**src/rtl/binarize_pool_pkg.sv**
```systemverilog
// Shared constants and types for the binarize/pool stage that follows the
// binary convolution layer.
package binarize_pool_pkg;

  // Width of one signed convolution sample.
  localparam int SAMPLE_W = 5;

  // Layer geometry: input size, conv output size, kernel size.
  localparam int NI_L1 = 28;
  localparam int NI_L2 = 12;
  localparam int K     = 3;
  localparam int WO_L1 = NI_L1 - K + 1;  // 26
  localparam int WO_L2 = NI_L2 - K + 1;  // 10

  // Pooled (2x2, stride 2) output sizes.
  localparam int WP_L1 = WO_L1 / 2;      // 13
  localparam int WP_L2 = WO_L2 / 2;      // 5

  typedef logic signed [SAMPLE_W-1:0] conv_t;

endpackage

```
**src/rtl/binarize_pool_if.sv**
```systemverilog
// Sample stream in / pooled pixel stream out.
// master = conv-stage side (drives samples), slave = pooling block.
interface binarize_pool_if #(
  parameter int DW = 5
);
  logic signed [DW-1:0] din;
  logic                 ivalid;
  logic                 done_in;
  logic                 dout;
  logic                 ovalid;
  logic                 done;

  modport master (
    output din, ivalid, done_in,
    input  dout, ovalid, done
  );

  modport slave (
    input  din, ivalid, done_in,
    output dout, ovalid, done
  );
endinterface

```
**src/rtl/pool_rowbuf.sv**
```systemverilog
// One bit per horizontal pair of the previous (even) row: holds the
// horizontal max until the odd row below arrives to finish the 2x2 window.
module pool_rowbuf #(
  parameter int DEPTH = 13,
  parameter int AW    = $clog2(DEPTH)
) (
  input  logic          clk,
  input  logic          rstn,
  input  logic          we,
  input  logic [AW-1:0] idx,
  input  logic          wdata,
  output logic          rdata
);

  logic [DEPTH-1:0] mem_q, mem_d;
  logic             idx_ok;

  assign idx_ok = (int'(idx) < DEPTH);

  // Asynchronous read of the addressed pair result.
  always_comb begin
    rdata = 1'b0;
    if (idx_ok) rdata = mem_q[idx];
  end

  // Next-state of the array: write one entry when enabled.
  always_comb begin
    // NOTE: assign a default first so every path drives mem_d and no latch is inferred.
    mem_d = mem_q;
    if (we && idx_ok) mem_d[idx] = wdata;
  end

  // Array register; small enough to live in flops, so it is cleared on reset.
  always_ff @(posedge clk or negedge rstn) begin
    // NOTE: this array is flops, not RAM, so resetting it is cheap and deterministic.
    if (!rstn) mem_q <= '0;
    else       mem_q <= mem_d;
  end

endmodule

```
**src/rtl/binarize_pool.sv**
```systemverilog
// Sign/threshold activation followed by 2x2 stride-2 max pooling on bits.
// Samples arrive row-major, one per ivalid cycle; one pooled bit leaves one
// cycle after each odd-row/odd-column sample is accepted.
module binarize_pool
  import binarize_pool_pkg::*;
#(
  parameter int DW     = 5,
  parameter int WO_MAX = 26
) (
  input  logic                 clk,
  input  logic                 rstn,
  input  logic                 state,
  input  logic signed [DW-1:0] thr,
  binarize_pool_if.slave       bus
);

  localparam int CW = $clog2(WO_MAX);
  localparam int BW = $clog2(WO_MAX / 2);

  logic [CW-1:0] col_q, col_d;
  logic [CW-1:0] row_q, row_d;
  logic          pair_q, pair_d;
  logic          dout_q, dout_d;
  logic          ovalid_q, ovalid_d;
  logic          done_q, done_d;

  logic [CW-1:0] wo_last;
  logic          act_bit;
  logic          h_max;
  logic          rb_we;
  logic [BW-1:0] rb_idx;
  logic          rb_rdata;
  logic          col_end;
  logic          row_end;

  // Last column/row index for the selected layer.
  assign wo_last = state ? CW'(WO_L2 - 1) : CW'(WO_L1 - 1);

  // Activation: full signed compare against the threshold.
  assign act_bit = (bus.din >= thr);

  // Horizontal max of the current pair (meaningful on odd columns).
  assign h_max   = pair_q | act_bit;

  assign col_end = (col_q == wo_last);
  assign row_end = (row_q == wo_last);
  assign rb_idx  = BW'(col_q >> 1);
  assign rb_we   = bus.ivalid & col_q[0] & ~row_q[0];

  pool_rowbuf #(
    .DEPTH (WO_MAX / 2),
    .AW    (BW)
  ) u_rowbuf (
    .clk   (clk),
    .rstn  (rstn),
    .we    (rb_we),
    .idx   (rb_idx),
    .wdata (h_max),
    .rdata (rb_rdata)
  );

  // Counter advance, pair latch, pooled output and end-of-frame detection.
  always_comb begin
    col_d    = col_q;
    row_d    = row_q;
    pair_d   = pair_q;
    dout_d   = dout_q;
    ovalid_d = 1'b0;
    done_d   = 1'b0;

    if (bus.ivalid) begin
      if (!col_q[0]) begin
        pair_d = act_bit;
      end else if (row_q[0]) begin
        dout_d   = rb_rdata | h_max;
        ovalid_d = 1'b1;
      end

      if (col_end) begin
        col_d = '0;
        if (row_end) begin
          row_d  = '0;
          done_d = 1'b1;
        end else begin
          row_d = row_q + 1'b1;
        end
      end else begin
        col_d = col_q + 1'b1;
      end
    end

    // Frame resync from the conv stage wins over counter advance.
    if (bus.done_in) begin
      col_d  = '0;
      row_d  = '0;
      pair_d = 1'b0;
    end
  end

  // State and output registers.
  always_ff @(posedge clk or negedge rstn) begin
    // NOTE: non-blocking assignments so every flop samples the pre-edge values.
    if (!rstn) begin
      col_q    <= '0;
      row_q    <= '0;
      pair_q   <= 1'b0;
      dout_q   <= 1'b0;
      ovalid_q <= 1'b0;
      done_q   <= 1'b0;
    end else begin
      col_q    <= col_d;
      row_q    <= row_d;
      pair_q   <= pair_d;
      dout_q   <= dout_d;
      ovalid_q <= ovalid_d;
      done_q   <= done_d;
    end
  end

  assign bus.dout   = dout_q;
  assign bus.ovalid = ovalid_q;
  assign bus.done   = done_q;

endmodule
```
**src/flat_wrapper.sv**
```systemverilog
// flat-port wrapper written by rule: the top's interface ports become plain ports
module binarize_pool_flat import binarize_pool_pkg::*;
#(
  parameter int DW     = 5,
  parameter int WO_MAX = 26
)
  (clk, rstn, state, thr, bus_din, bus_ivalid, bus_done_in, bus_dout, bus_ovalid, bus_done);
  binarize_pool_if #(.DW(DW)) bus_i ();
  input  logic clk;
  input  logic rstn;
  input  logic state;
  input  logic signed [DW-1:0] thr;
  input wire logic [$bits(bus_i.din)-1:0] bus_din;
  input wire logic [$bits(bus_i.ivalid)-1:0] bus_ivalid;
  input wire logic [$bits(bus_i.done_in)-1:0] bus_done_in;
  output wire logic [$bits(bus_i.dout)-1:0] bus_dout;
  output wire logic [$bits(bus_i.ovalid)-1:0] bus_ovalid;
  output wire logic [$bits(bus_i.done)-1:0] bus_done;
  assign bus_i.din = bus_din;
  assign bus_i.ivalid = bus_ivalid;
  assign bus_i.done_in = bus_done_in;
  assign bus_dout = bus_i.dout;
  assign bus_ovalid = bus_i.ovalid;
  assign bus_done = bus_i.done;
  binarize_pool #(.DW(DW), .WO_MAX(WO_MAX)) u_core (.clk(clk), .rstn(rstn), .state(state), .thr(thr), .bus(bus_i));
endmodule
```
**config.mk**
```make
export PLATFORM = sky130hd
export DESIGN_NAME = binarize_pool_flat
export DESIGN_NICKNAME = d
export VERILOG_FILES = /design/src/rtl/binarize_pool_pkg.sv /design/src/rtl/binarize_pool_if.sv /design/src/rtl/pool_rowbuf.sv /design/src/rtl/binarize_pool.sv /design/src/flat_wrapper.sv
export SDC_FILE = /design/constraint.sdc
export NUM_CORES = 1
export LEC_CHECK = 0
export CAP_MARGIN = 15
export CORE_UTILIZATION = 55
export DETAILED_ROUTE_END_ITERATION = 8
export PLACE_DENSITY = 0.78
export RECOVER_POWER = 25
export SYNTH_ARGS = -nofsm -noshare
export SYNTH_HDL_FRONTEND = slang
export SYNTH_SLANG_ARGS = --single-unit
```
**constraint.sdc**
```tcl
create_clock -name clk -period 2.8 [get_ports clk]
set_input_delay 0.56 -clock clk [delete_from_list [all_inputs] [get_ports clk]]
set_output_delay 0.56 -clock clk [all_outputs]
set_load 0.05 [all_outputs]
```
# == Word level (Yosys, flattened, before mapping) ==
# Cells that the tools add are included.
# word_totals
regBits,27
elab_cells,51
# op_classes
eq_ne,3
muxes,23
magnitude_cmp,4
bitwise_logic,5
add_sub_neg,2
reduce_logical,7
# ops
op,n
5-bit two-way mux,8
13-bit bitwise mux,1
1-bit two-way mux,12
5-bit by 1-bit adder with 5-bit output (second input constant),2
5-bit == test,2
5-bit >= comparator,1
4-bit by 5-bit less-than comparator with 1-bit output (second input constant),1
1-bit binary-select mux with 4-bit select,1
1-bit demux with 4-bit select,1
4-bit by 1-bit >= comparator with 1-bit output (second input constant),1
4-bit less-than comparator (second input constant),1
2-bit AND reduction,2
2-bit nonzero test,2
3-bit AND reduction,1
1-bit AND,2
1-bit logical AND,2
2-bit inequality test (second input constant),1
1-bit bitwise OR,2
1-bit inverter,1

# == Logic depth before layout (Yosys ltp) ==
# Gate-level depths: netlist of the first run.
# logic_depth
word_depth,6
ltp_mapped,7
mapped_depth_nobuf,7

# == By module ==
# Synthesis of the first run repeated with hierarchy kept, for this count alone.
# hier_totals
cells_unflattened,155
hier_area_um2,1666.6
# by_module_without_submodules
module,area_each_um2,cells_each,seq_area_each_um2,n_inst
binarize_pool,942.2,97,350.3,1
pool_rowbuf,724.4,58,325.3,1

# == Least setup slack after synthesis of the first run ==
# OpenSTA, ideal clock, no wires.
# synth_path
kind,input to register
from,in thr[2]
to,reg u_core.u_rowbuf.mem_q[1]
setup_ns,0.125
arrival_ns,1.981
cell_stages,7
slack_ns,0.695
n_path_buf,0
path_cell_list,inv_1 -> ha_1 -> a21oi_2 -> o21ai_1 -> a2111o_1 -> a21o_1 -> mux2_2
# synth_between
elab_chain_len,3
# synth_rtl
element,line_no,rtl
from (decl),flat_wrapper.sv:12,input logic signed [DW-1:0] thr;
5-bit >= comparator,binarize_pool.sv:40,assign act_bit = (bus.din >= thr);
1-bit bitwise OR,binarize_pool.sv:43,assign h_max = pair_q | act_bit;
13-bit bitwise mux,pool_rowbuf.sv:30,if (we && idx_ok) mem_d[idx] = wdata;
to (signal assigned),pool_rowbuf.sv:37,else mem_q <= mem_d;
to (decl),pool_rowbuf.sv:15,"logic [DEPTH-1:0] mem_q, mem_d;"
# Every way passes these cells.
# A chain may end at the register's enable or synchronous reset.

# == Final worst setup path of the first run ==
# layout_path
from,in thr[2]
to,reg u_core.u_rowbuf.mem_q[12]
# The elaborated chain is that of the path after synthesis.

==> results of run 1 <==
worst min path at each step:
| stage | start | endpoint | slack (ps) | cells past startpoint |
|---|---|---|---|---|
| floorplan | rstn | u_core.bus.done | 260 | 0 |
| global placement | u_core.u_rowbuf.mem_q[2] | u_core.u_rowbuf.mem_q[2] | 490 | 1 |
| detailed placement | u_core.u_rowbuf.mem_q[5] | u_core.u_rowbuf.mem_q[5] | 500 | 1 |
| CTS | u_core.u_rowbuf.mem_q[5] | u_core.u_rowbuf.mem_q[5] | 530 | 1 |
| global route | u_core.u_rowbuf.mem_q[4] | u_core.u_rowbuf.mem_q[4] | 550 | 1 |
| finish | u_core.u_rowbuf.mem_q[5] | u_core.u_rowbuf.mem_q[5] | 530 | 1 |
cell families (layout without fill, tap and decap cells):
kind of cell,Yosys count,count (layout),share of synthesized area [%]
buffers and inverters,16,32,4.70
xor gates and xnor gates,6,6,3.29
muxes,13,13,9.63
and+or+nand+nor,60,60,21.1
AOI/OAI and AO/OA,30,30,11.9
DFF,27,27,42.3
adders and majority gates,9,9,7.05
flip-flops by register name (all words and copies together) (netlist names):
name	count
u_core.bus.dout	1
u_core.bus.ovalid	1
u_core.pair_q	1
u_core.col_q	5
u_core.bus.done	1
u_core.u_rowbuf.mem_q	13
u_core.row_q	5
layout by cell type (no fill, tap or decap), types with 7 or more instances in the layout:
master | synthesis | layout
ha_1 | 9 | 9
nor2_1 | 14 | 14
nand2_1 | 13 | 13
clkdlybuf4s50_1 | 0 | 16
a21oi_1 | 11 | 11
dfrtp_1 | 27 | 27
mux2_2 | 9 | 9
inv_1 | 8 | 8
nor3_1 | 7 | 7
worst max-delay path: cells and delay by family:
family / cells / cell delay, ps
AOI/OAI and AO/OA: 5 / 1220
adders and majority gates: 1 / 290
buffers and inverters: 2 / 490
cell usage after synthesis (2+ instances only):
cell type and count:
nor2_1 14, or3_1 2, buf_4 4, dfrtp_1 27, o21ai_0 4, nand2b_1 2, a31oi_1 4, mux2_2 9
nand3_1 2, ha_1 9, nor3_1 7, clkbuf_1 3, a41oi_1 2, and3_1 3, nand2_1 13, nor2b_1 5
nor3_2 2, inv_1 8, mux2i_1 3, a21oi_1 11, a21o_1 2, xnor2_1 5
power by group through the flow:
stage	Clock [mW]	Combinational, mW	Sequential, mW
after floorplan	0	0.0693	0.418
after global routing	0.185	0.121	0.420
after global placement	0	0.105	0.424
after detailed placement	0	0.110	0.426
final	0.166	0.108	0.418
after CTS	0.174	0.110	0.418
per-layer routing:
layer  vias up  global-route usage, %
met3         7                   2.56
met1       594                   30.5
met2        24                   37.2
met5         -                      0
li1        603                      -
met4         0                   8.71
per-stage QoR:
stage | std cells | instance area (sq um)
global placement | 204 | 1780
finish | 208 | 1800
floorplan | 161 | 1600
detailed placement | 204 | 1780
CTS | 208 | 1810
global route | 208 | 1800
layout make-up:
class | count | area, sq um | share of cell area, %
clock inverters | 1 | 5.00 | 0.277
inverters | 9 | 33.8 | 1.87
repair buffers | 19 | 181 | 10.1
flip-flops and latches | 27 | 676 | 37.4
well taps | 31 | 38.8 | 2.15
multi-input cells | 118 | 847 | 46.9
clock buffers | 3 | 22.5 | 1.25
==> flow_summary.toml, run 1 <==
[outcome]
status = "finished, final reports clean"

[timing]
min_period_ps = 2370
min_period_over_period_pct = 84.6
timing.final.ws_setup_ps = 431
finalMaxSlewViolations = 0
hold_violations = 0
worst_pin_slew_ps = 1430
clock.fmax_mhz = 422
setup_viol = 0
rsz0062_at_grt = "false"
fin_hold_ws_ps = 525
fin_setup_tns_ps = 0
finClkSkew_ps = 8.97
slew-limit-headroom_pct = 4.42

[clock_network]
cts_tree = "built"
clk-insertion-delay-late_ps = 330
cts_setup_buffers = 0
cts-resized-gates = 0
root_buffer = "clkbuf_4"
htree_levels = 1
cts_max_path_buffers = 2
cts-buffers-inserted = 3
cts-hold-fix-buffers = 0
clk_pin_slew_ps = 140
clock-sinks = 27

[cells_and_area]
syn2layout_area_growth_pct = 12.9
layout-drive-gt1-share_pct = 14.1
layout.core_utilization_pct = 65.4
fill_cells = 234
diodes = 0
nets = 202

[synthesis]
syn_area_sq_um = 1600
synth-edff-count = 0
ys_seq_area_share_pct = 42.3
yosysWarningCount = 0
async_flop_share_pct = 100
synth.largest_area_cell = "dfrtp_1"
ys_types = 42
ys.flop_type = "dfrtp_1"
synth_cells = 161
synth_seq_cells = 27
syn-num-nets = 185
synth_top_area_share_pct = 42.3
synth_area_leaders = "dfrtp_1 (42%), ha_1 (7.0%), mux2_2 (6.3%), a21oi_1 (3.4%), nor2_1 (3.3%)"
synth.avg_cell_area_sq_um = 9.92

[detailed_routing]
wl_met3_microns = 116
wl_met2_microns = 1490
vias = 1228
via_per_inst = 5.90
top_layer_used = "met4"
dr.pass1.iters = 4
wl_met1_microns = 1410
drt-initial-drc-count = 22
drc_errors = 0
postRouteAntennaNets = 0
drt_wl_total_microns = 3070
routedWlPerCell_microns = 14.8

[floorplanning]
die_area_sq_um = 3120
pin_count = 18
die_w_microns = 55.9
die_h_microns = 55.9
rows = 19
fp.coreArea_sq_um = 2760
initial_core_util_pct = 57.9

[setup_path]
crit_chain = "clkdlybuf4s50_1, inv_1, ha_1, a21oi_2, o21ai_1, a2111o_1, a21oi_1, a41oi_1"
crit_type = "input port to flop"
worst_setup_path_end_kind = "flop"
reg2reg_slack_ps = 900
crit_fanout = 5
max_stage_delay_ps = 450
start_kind = "input port"
r2r-end = "u_core.u_rowbuf.mem_q[3]"
startpoint = "thr[2]"
worstPathRequired_ps = 2990
r2r_start = "u_core.col_q[1]"
crit_path_end = "u_core.u_rowbuf.mem_q[12]"
arrival_ps = 2560
rr_worst_depth = 4
cp_slowest_cell = "clkdlybuf4s50_1"

[placed_design]
dpl.hpwl_microns = 2310
gp_congestion = 0.840
io_buffers = 17
pre_cts_slack_ps = 89.8

[power]
switchingPower_mw = 0.179
peakVddDrop_uv = 341
finalPower_mw = 0.692
sw_frac_of_total_pct = 25.8
power_leakage_nw = 0.804
clkPwrFrac_pct = 24.0
p_comb_share_pct = 15.6
p_per_area_nw_per_um2 = 384
intPower_mw = 0.514
p_seq_share_pct = 60.4

[global_route]
grt_pass1_wl_microns = 5510
grt_max_degree = 28
grt_pass1_vias = 1209
track_usage_pct = 22.5
antenna_found_initial = 0
overflow = 0

[job]
cap_violations = 0

[min_path]
holdCritPathClass = "flop to flop"
Note: power is estimated with default switching activity, not from simulation.
==> run 2, diff against run 1 <==
- CORE_UTILIZATION: 55 -> 50
- PLACE_DENSITY: 0.78 -> 0.75
- clock period: 2.8 -> 1.9 ns (I/O delays scaled with it)
==> run 2 against run 1 <==
- total power increased by 54%
- final area up 11%
- flip-flop and latch count unchanged
- non-clock buffer count increased by 19
- clock skew decreased by 1.5 ps
- critical path depth fell by 3
- first-iteration DRC count grew 120%
- via count grew 6.8%
- sequential share of layout area is 3.8 points lower
- global-route usage is 0.83 points lower
- worst hold slack better by 0.73 ps
- sequential power rose by 46%
==> flow_summary.toml, run 2 (synthesized netlist as in run 1, its figures left out) <==
[outcome]
status = "finished, final reports clean"

[cells_and_area]
layout-drive-gt1-share_pct = 24.4
fill_cells = 246
syn2layout_area_growth_pct = 25.6
multiInputGateArea_sq_um = 883
diodes = 0
nets = 222
layout_common_cells = "dfrtp_1 (27), buf_4 (19), nor2_1 (14)"
top_regs = "u_core.u_rowbuf.mem_q: 13 flops, u_core.col_q: 5 flops, u_core.row_q: 5 flops"
largest_reg_flops = 13
regArea_sq_um = 676
regMostFlops = "u_core.u_rowbuf.mem_q"
final_common_cell = "dfrtp_1"
instances_no_fill = 241
layout.core_utilization_pct = 65.7

[timing]
finalMaxSlewViolations = 0
min_period_over_period_pct = 97.7
slew-limit-headroom_pct = 55.0
finClkSkew_ps = 7.48
setup_viol = 0
fin_hold_ws_ps = 526
worst_pin_slew_ps = 676
rsz0062_at_grt = "false"
hold_violations = 0
min_period_ps = 1860
clock.fmax_mhz = 539

[floorplanning]
initial_core_util_pct = 52.3
die_w_microns = 58.5
die_h_microns = 58.5
die_area_sq_um = 3430
rows = 20
fp.coreArea_sq_um = 3050
pin_count = 18

[clock_network]
cts-hold-fix-buffers = 0
cts-buffers-inserted = 3
htree_levels = 1
clock-sinks = 27
root_buffer = "clkbuf_4"
clk-insertion-delay-late_ps = 330
clk_pin_slew_ps = 150
cts_tree = "built"
cts_max_path_buffers = 2

[min_path]
hold_depth = 1
holdPathEnd = "u_core.u_rowbuf.mem_q[2]"
hp-start = "u_core.u_rowbuf.mem_q[2]"
holdCritPathClass = "flop to flop"

[detailed_routing]
dr.pass1.iters = 4
routedWlPerCell_microns = 14.1
drc_errors = 0
drt-initial-drc-count = 49
vias = 1312
postRouteAntennaNets = 0
via_per_inst = 5.44
drt_wl_total_microns = 3390

[global_route]
grt_max_degree = 28
antenna_found_initial = 0
overflow = 0
grt_pass1_wl_microns = 5620
track_usage_pct = 21.6
grt_pass1_vias = 1285

[setup_path]
r2r_start = "u_core.col_q[1]"
reg2reg_slack_ps = 150
worst_setup_path_end_kind = "flop"
worstPathRequired_ps = 2130
r2r-end = "u_core.u_rowbuf.mem_q[1]"
rr_worst_depth = 4
arrival_ps = 2080
start_kind = "input port"
crit_fanout = 5
crit_type = "input port to flop"

[power]
p_per_area_nw_per_um2 = 530
peakVddDrop_uv = 399
finalPower_mw = 1.06
power_leakage_nw = 0.948

[placed_design]
io_buffers = 17
dpl.hpwl_microns = 2470
gp_congestion = 0.831
dp_cells = 234

[job]
cap_violations = 0
==> run 2: cell type report <==
cell class	instances	area share, %
repair buffers	38	16.6
well taps	44	2.74
clock buffers	4	1.31
flip-flops and latches	27	33.7
inverters	9	1.68
multi-input cells	119	44.0
==> run 2: worst max-delay path by stage <==
stage                            startpoint                  endpoint  slack [ps]  cells after the start
after global routing      u_core.bus.ovalid                bus_ovalid           7                      1
after global placement               thr[2]  u_core.u_rowbuf.mem_q[7]        -510                      8
after floorplan                      thr[2]  u_core.u_rowbuf.mem_q[1]          40                      7
after detailed placement             thr[2]  u_core.u_rowbuf.mem_q[7]        -570                      8
after CTS                   u_core.bus.dout                  bus_dout         0.9                      1
final                            bus_din[3]  u_core.u_rowbuf.mem_q[4]          40                      5
==> run 2: routing by layer <==
| layer | GRT usage, % | vias to the layer above | routed length (microns) |
|---|---|---|---|
| met5 | 0 | - | 0 |
| met4 | 9.86 | 0 | 65 |
| met3 | 2.20 | 6 | 76 |
| met2 | 38.3 | 17 | 1730 |
| met1 | 26.6 | 642 | 1510 |
| li1 | - | 647 | - |
==> run 2: timing repair <==
action,in CTS,in global routing
pin swaps,8,3
gates cloned,1,0
setup buffers,1,1
gates resized for setup,13,2
endpoints found under the setup margin,14,8
==> run 2: metrics by stage <==
step,setup TNS [ps],worst slack [ps],instance area (sq um)
2_1_floorplan,0,39.7,1600
3_3_place_gp,-6640,-511,1940
3_5_place_dp,-7380,-569,1940
4_1_cts,0,0.856,2000
5_1_grt,0,7.35,2010
6_report,0,44.4,2010
==> run 2: where the power goes <==
| part | leakage (nW) | switching, mW | total, mW | internal [mW] |
|---|---|---|---|---|
| logic | 0.563 | 0.0929 | 0.199 | 0.106 |
| registers | 0.370 | 0.0146 | 0.610 | 0.596 |
| clock network | 0.0150 | 0.172 | 0.254 | 0.0823 |
==> run 2: critical path, stage by stage <==
cell	delay, ps
clkdlybuf4s50_1	470
ha_1	230
a2111o_1	480
a21o_4	250
mux2_4	270
